## config.mk

```make
export PLATFORM = sky130hd
export DESIGN_NAME = mem_arbiter
export DESIGN_NICKNAME = d
export VERILOG_FILES = /design/src/rtl/mem_arbiter.sv
export SDC_FILE = /design/constraint.sdc
export NUM_CORES = 1
export LEC_CHECK = 0
export CAP_MARGIN = 20
export CORE_MARGIN = 3
export CORE_UTILIZATION = 30
export CTS_BUF_LIST = sky130_fd_sc_hd__clkbuf_4 sky130_fd_sc_hd__clkbuf_8
export CTS_CLUSTER_SIZE = 40
export DETAILED_ROUTE_END_ITERATION = 6
export SETUP_SLACK_MARGIN = 0.15
export SLEW_MARGIN = 20
export SYNTH_ARGS = -nofsm -noshare
export SYNTH_HDL_FRONTEND = slang
export SYNTH_SLANG_ARGS = --single-unit
```

## constraint.sdc

```tcl
create_clock -name clk -period 2.1 [get_ports clk]
set_input_delay 0.315 -clock clk [delete_from_list [all_inputs] [get_ports clk]]
set_output_delay 0.315 -clock clk [all_outputs]
set_load 0.01 [all_outputs]
```

## src/rtl/mem_arbiter.sv

```systemverilog
// Arbitrates one main-memory port between I-cache and D-cache miss traffic.
// Default build is fixed priority (D over I); define ARB_RR_EN for round-robin on ties.
module mem_arbiter #(
    parameter int ADDR_W = 32,
    parameter int DATA_W = 32
) (
    input  logic                  clk,
    input  logic                  rst,
    input  logic                  ic_req,
    input  logic [ADDR_W-1:0]     ic_addr,
    output logic [DATA_W-1:0]     ic_rdata,
    output logic                  ic_ack,
    input  logic                  dc_req,
    input  logic                  dc_we,
    input  logic [ADDR_W-1:0]     dc_addr,
    input  logic [DATA_W-1:0]     dc_wdata,
    input  logic [DATA_W/8-1:0]   dc_wstrb,
    output logic [DATA_W-1:0]     dc_rdata,
    output logic                  dc_ack,
    output logic                  mem_req,
    output logic                  mem_we,
    output logic [ADDR_W-1:0]     mem_addr,
    output logic [DATA_W-1:0]     mem_wdata,
    output logic [DATA_W/8-1:0]   mem_wstrb,
    input  logic [DATA_W-1:0]     mem_rdata,
    input  logic                  mem_ready,
    output logic                  waiting
);

    localparam int STRB_W = DATA_W / 8;

    typedef enum logic [1:0] {IDLE, GNT_I, GNT_D} state_e;
    typedef enum logic {LG_I = 1'b0, LG_D = 1'b1} grant_e;

    state_e              state_q, state_d;
    grant_e              last_grant_q, last_grant_d;
    logic                mem_req_q, mem_req_d;
    logic                mem_we_q, mem_we_d;
    logic [ADDR_W-1:0]   mem_addr_q, mem_addr_d;
    logic [DATA_W-1:0]   mem_wdata_q, mem_wdata_d;
    logic [STRB_W-1:0]   mem_wstrb_q, mem_wstrb_d;
    logic [DATA_W-1:0]   ic_rdata_q, ic_rdata_d;
    logic [DATA_W-1:0]   dc_rdata_q, dc_rdata_d;
    logic                ic_ack_q, ic_ack_d;
    logic                dc_ack_q, dc_ack_d;

    logic ic_elig, dc_elig, pick_d;

    // A requester still sees its own ack this cycle, so it is masked to avoid a re-grant.
    assign ic_elig = ic_req && !ic_ack_q;
    assign dc_elig = dc_req && !dc_ack_q;

`ifdef ARB_RR_EN
    assign pick_d = dc_elig && (!ic_elig || last_grant_q == LG_I);
`else
    assign pick_d = dc_elig;
`endif

    always_comb begin
        // NOTE: every _d gets a default first, so no path through the case can infer a latch.
        state_d      = state_q;
        last_grant_d = last_grant_q;
        mem_req_d    = mem_req_q;
        mem_we_d     = mem_we_q;
        mem_addr_d   = mem_addr_q;
        mem_wdata_d  = mem_wdata_q;
        mem_wstrb_d  = mem_wstrb_q;
        ic_rdata_d   = ic_rdata_q;
        dc_rdata_d   = dc_rdata_q;
        ic_ack_d     = 1'b0;
        dc_ack_d     = 1'b0;

        case (state_q)
            IDLE: begin
                if (pick_d) begin
                    state_d     = GNT_D;
                    mem_req_d   = 1'b1;
                    mem_we_d    = dc_we;
                    mem_addr_d  = dc_addr;
                    mem_wdata_d = dc_wdata;
                    mem_wstrb_d = dc_wstrb;
                end else if (ic_elig) begin
                    state_d     = GNT_I;
                    mem_req_d   = 1'b1;
                    mem_we_d    = 1'b0;
                    mem_addr_d  = ic_addr;
                    mem_wdata_d = '0;
                    mem_wstrb_d = '0;
                end
            end
            GNT_I: begin
                if (mem_ready) begin
                    ic_rdata_d   = mem_rdata;
                    ic_ack_d     = 1'b1;
                    mem_req_d    = 1'b0;
                    last_grant_d = LG_I;
                    state_d      = IDLE;
                end
            end
            GNT_D: begin
                if (mem_ready) begin
                    if (!mem_we_q) begin
                        dc_rdata_d = mem_rdata;
                    end
                    dc_ack_d     = 1'b1;
                    mem_req_d    = 1'b0;
                    last_grant_d = LG_D;
                    state_d      = IDLE;
                end
            end
            default: state_d = IDLE;
        endcase
    end

    always_ff @(posedge clk) begin
        // NOTE: sequential state uses <= so every flop samples pre-edge values in parallel.
        if (rst) begin
            state_q      <= IDLE;
            last_grant_q <= LG_I;
            mem_req_q    <= 1'b0;
            mem_we_q     <= 1'b0;
            mem_addr_q   <= '0;
            mem_wdata_q  <= '0;
            mem_wstrb_q  <= '0;
            ic_rdata_q   <= '0;
            dc_rdata_q   <= '0;
            ic_ack_q     <= 1'b0;
            dc_ack_q     <= 1'b0;
        end else begin
            state_q      <= state_d;
            last_grant_q <= last_grant_d;
            mem_req_q    <= mem_req_d;
            mem_we_q     <= mem_we_d;
            mem_addr_q   <= mem_addr_d;
            mem_wdata_q  <= mem_wdata_d;
            mem_wstrb_q  <= mem_wstrb_d;
            ic_rdata_q   <= ic_rdata_d;
            dc_rdata_q   <= dc_rdata_d;
            ic_ack_q     <= ic_ack_d;
            dc_ack_q     <= dc_ack_d;
        end
    end

    assign mem_req   = mem_req_q;
    assign mem_we    = mem_we_q;
    assign mem_addr  = mem_addr_q;
    assign mem_wdata = mem_wdata_q;
    assign mem_wstrb = mem_wstrb_q;
    assign ic_rdata  = ic_rdata_q;
    assign dc_rdata  = dc_rdata_q;
    assign ic_ack    = ic_ack_q;
    assign dc_ack    = dc_ack_q;
    assign waiting   = (ic_req && !ic_ack_q) || (dc_req && !dc_ack_q);

endmodule
```

==> results_dict.tcl <==
set metrics [dict create \
    combinationalPowerShare_pct 21.6 \
    cts_buffers 17 \
    cp_top_family "buffers and inverters" \
    crit_chain "clkdlybuf4s50_1" \
    crit_start "mem_we" \
    leakagePower_nw 3.08 \
    cpPeakStageDelay_ns 0.58 \
    cts.clk_slew.worst_paths_ns 0.08 \
    clockBufferDepth 2 \
    hold_violations 0 \
    p_int_mw 4.97 \
    fin_ws_ns 0.370 \
    grt_pass1_wl_um 26000 \
    fin_area_um2 8550 \
    whs_ns 0.337 \
    post-route-period-util_pct 82.4 \
    ys_types 32 \
    ios 275 \
    synth_area_per_cell_um2 9.48 \
    wl_per_cell_um 16.4 \
    crit_required_ns 1.78 \
    critPathCapture "mem_we" \
    timing.fmax_ghz 0.578 \
    grt_max_degree 70 \
    instances_no_fill 1034 \
    drc_errors 0 \
    synth_cells 546 \
    pre_cts_ws_ns 0.0267 \
    clockPowerShare_pct 35.0 \
    fin_worst_skew_ns 0.0103 \
    routed_via_density 4.73 \
    pwr-share-seq_pct 43.4 \
    ys_ff_latch 138 \
    layout_min_cycle_time_ns 1.73 \
    setup_viol 0 \
    cp.depth 1 \
    ys_warn_count 0 \
    status "finished clean" \
    netlist_area_um2 5180 \
    cp-end-kind "output pin" \
    routabilityCongestion 0.768 \
    fin_tns_setup_ns 0 \
    fin_nets 942 \
    ant_nets 0 \
    die_area_um2 18900 \
    powerDensity_nw_per_um2 789 \
    dp_cells 1002 \
    grt_usage_pct 17.6 \
    cp.arrival_ns 1.41 \
    core_area_um2 16800 \
    crit_buf_inv 1 \
    dr.pass1.iters 5 \
    grt_overflow 0 \
    antenna_found_initial 0 \
    antennaDiodeCount 0 \
    root_buffer "clkbuf_8" \
    wirelength_um 16900 \
    fin_util_pct 51.0 \
    finalMaxSlewViolations 0 \
    min-delay-path-class "input pin to flop" \
    total_power_mw 6.75 \
    place_area_um2 8110 \
    die_h_um 137 \
    slew_headroom_pct 35.8 \
    cts_tree "built" \
    core.rowCount 47 \
    r2r_slack_ns 0.39 \
    path_max_fanout 4 \
    drv_cap 0 \
    start_util_pct 30.9 \
    switching_share_pct 26.3 \
    num_vias 4887 \
    cts_sinks 138 \
    htreeDepth 4 \
    worst_pin_slew_ns 0.960 \
    synth.net_count 687 \
    ir_worst_vdd_uv 691 \
    grt_pass1_vias 4938 \
    cp_slowest_cell "clkdlybuf4s50_1" \
    cp-start-kind "flop" \
    grt_setup_unrepaired "no" \
    drive_above_1_share_pct 6.27 \
    io_buffers 274 \
    reg2reg_from "ic_ack" \
    die_w_um 137 \
    dp_hpwl_um 12000 \
    r2r-end "mem_wdata[30]" \
    synth-seq-area-share_pct 53.4 \
    switching_power_mw 1.77 \
    worstSetupPathType "flop to output pin" \
    insertion_delay_ns 0.44 \
    rr_worst_depth 3 \
    area_delta_synth_final_pct 65.1 \
    drt_iter0_drc 228 \
    holdBufCountCts 0 \
]
flip-flops by register name, indices dropped and copies added (netlist names):
signal,flops
ic_ack,1
mem_wdata,32
mem_we,1
mem_req,1
mem_wstrb,4
state_q,2
ic_rdata,32
dc_rdata,32
dc_ack,1
mem_addr,32
synthesized netlist by cell type:
master	count	share of area, %
a21bo_2	1	0.19
a21boi_2	1	0.22
a21oi_1	66	6.4
a31oi_1	2	0.24
a32o_1	37	7.2
and2_0	1	0.12
and2_4	1	0.17
and2b_4	2	0.39
and3_1	1	0.12
and3b_1	1	0.17
buf_1	2	0.15
buf_2	19	1.8
buf_4	7	1.0
buf_6	5	1.1
clkbuf_1	14	1.0
dfxtp_1	138	53
ha_1	3	0.73
inv_1	35	2.5
mux2i_1	32	6.2
nand2_1	131	9.5
nand2b_1	3	0.36
nand3_1	2	0.19
nand3b_1	1	0.15
nand4_1	1	0.12
nor2_1	1	0.072
nor2b_1	2	0.24
nor2b_4	1	0.27
nor3_1	1	0.097
o21ai_0	1	0.097
o21ai_1	1	0.097
o21ai_4	1	0.31
o32ai_1	32	5.4
worst min path at each step:
stage,start,end,cells past startpoint
4_1_cts,rst,mem_req,2
5_1_grt,rst,mem_req,2
2_1_floorplan,dc_wdata[0],mem_wdata[0],1
3_5_place_dp,dc_rdata[29],dc_rdata[29],2
6_report,rst,mem_req,2
3_3_place_gp,ic_rdata[9],ic_rdata[9],2
cell usage in the layout, fill, tap and decap left out:
cell	synthesis	final
clkinv_2	0	6
o21ai_2	0	1
o21ai_0	1	1
a31oi_1	2	2
nor2b_1	2	2
a21oi_1	66	66
nand3b_1	1	1
clkdlybuf4s50_1	0	272
dfxtp_1	138	138
clkinvlp_4	0	2
buf_4	7	1
and2_1	0	1
mux2i_1	32	32
nor3_1	1	1
nand3_1	2	2
nand2_1	131	131
buf_12	0	9
o32ai_1	32	32
and2b_4	2	2
and3b_1	1	1
nand4_1	1	1
dlygate4sd2_1	0	1
ha_1	3	3
nand2b_1	3	2
nor2b_4	1	1
o21ai_4	1	1
nand2b_2	0	1
inv_1	35	35
a32o_1	37	37
a21bo_2	1	1
bufinv_16	0	4
clkbuf_8	0	19
nor2_1	1	1
clkinv_4	0	1
a21boi_2	1	1
and3_1	1	1
and2_4	1	1
routing by layer:
layer | up-vias | part of all wire [%] | GRT usage (%)
li1 | 2414 | - | -
met1 | 2281 | 39 | 20.0
met2 | 176 | 50 | 29.6
met3 | 16 | 9.1 | 7.60
met4 | 0 | 1.5 | 5.93
met5 | - | 0 | 0
power groups by stage:
stage                     Clock [mW]  Sequential [mW]  Combinational (mW)
after detailed placement           0             2.99                1.46
after floorplan                    0             3.07               0.550
after global placement             0             2.98                1.44
after global routing            2.55             2.96                1.56
final                           2.36             2.93                1.45
after CTS                       2.45             2.93                1.47
cell families (layout without fill, tap and decap cells):
group                      count (synthesis)  in the layout  synth area share, %
adders and majority gates                  3              3                0.725
and+or+nand+nor                          149            149                 12.0
AOI/OAI and AO/OA                        142            142                 20.1
muxes                                     32             32                 6.19
DFF                                      138            138                 53.4
buffers and inverters                     82            350                 7.64
what timing repair did:
item / 4_1_cts / 5_1_grt
gates resized for setup: 1 / 0
setup buffers: 0 / 0
endpoints found under the setup margin: 1 / 0
hold endpoints to repair: 0 / 0
final cells by class:
| class | instances | area, um^2 |
|---|---|---|
| flip-flops and latches | 138 | 2760 |
| fillers | 1525 | 8210 |
| repair buffers | 283 | 2920 |
| clock buffers | 19 | 262 |
| well taps | 220 | 275 |
| inverters | 35 | 131 |
| multi-input cells | 326 | 2020 |
| clock inverters | 13 | 174 |
Note: power is estimated with default switching activity, not from simulation.
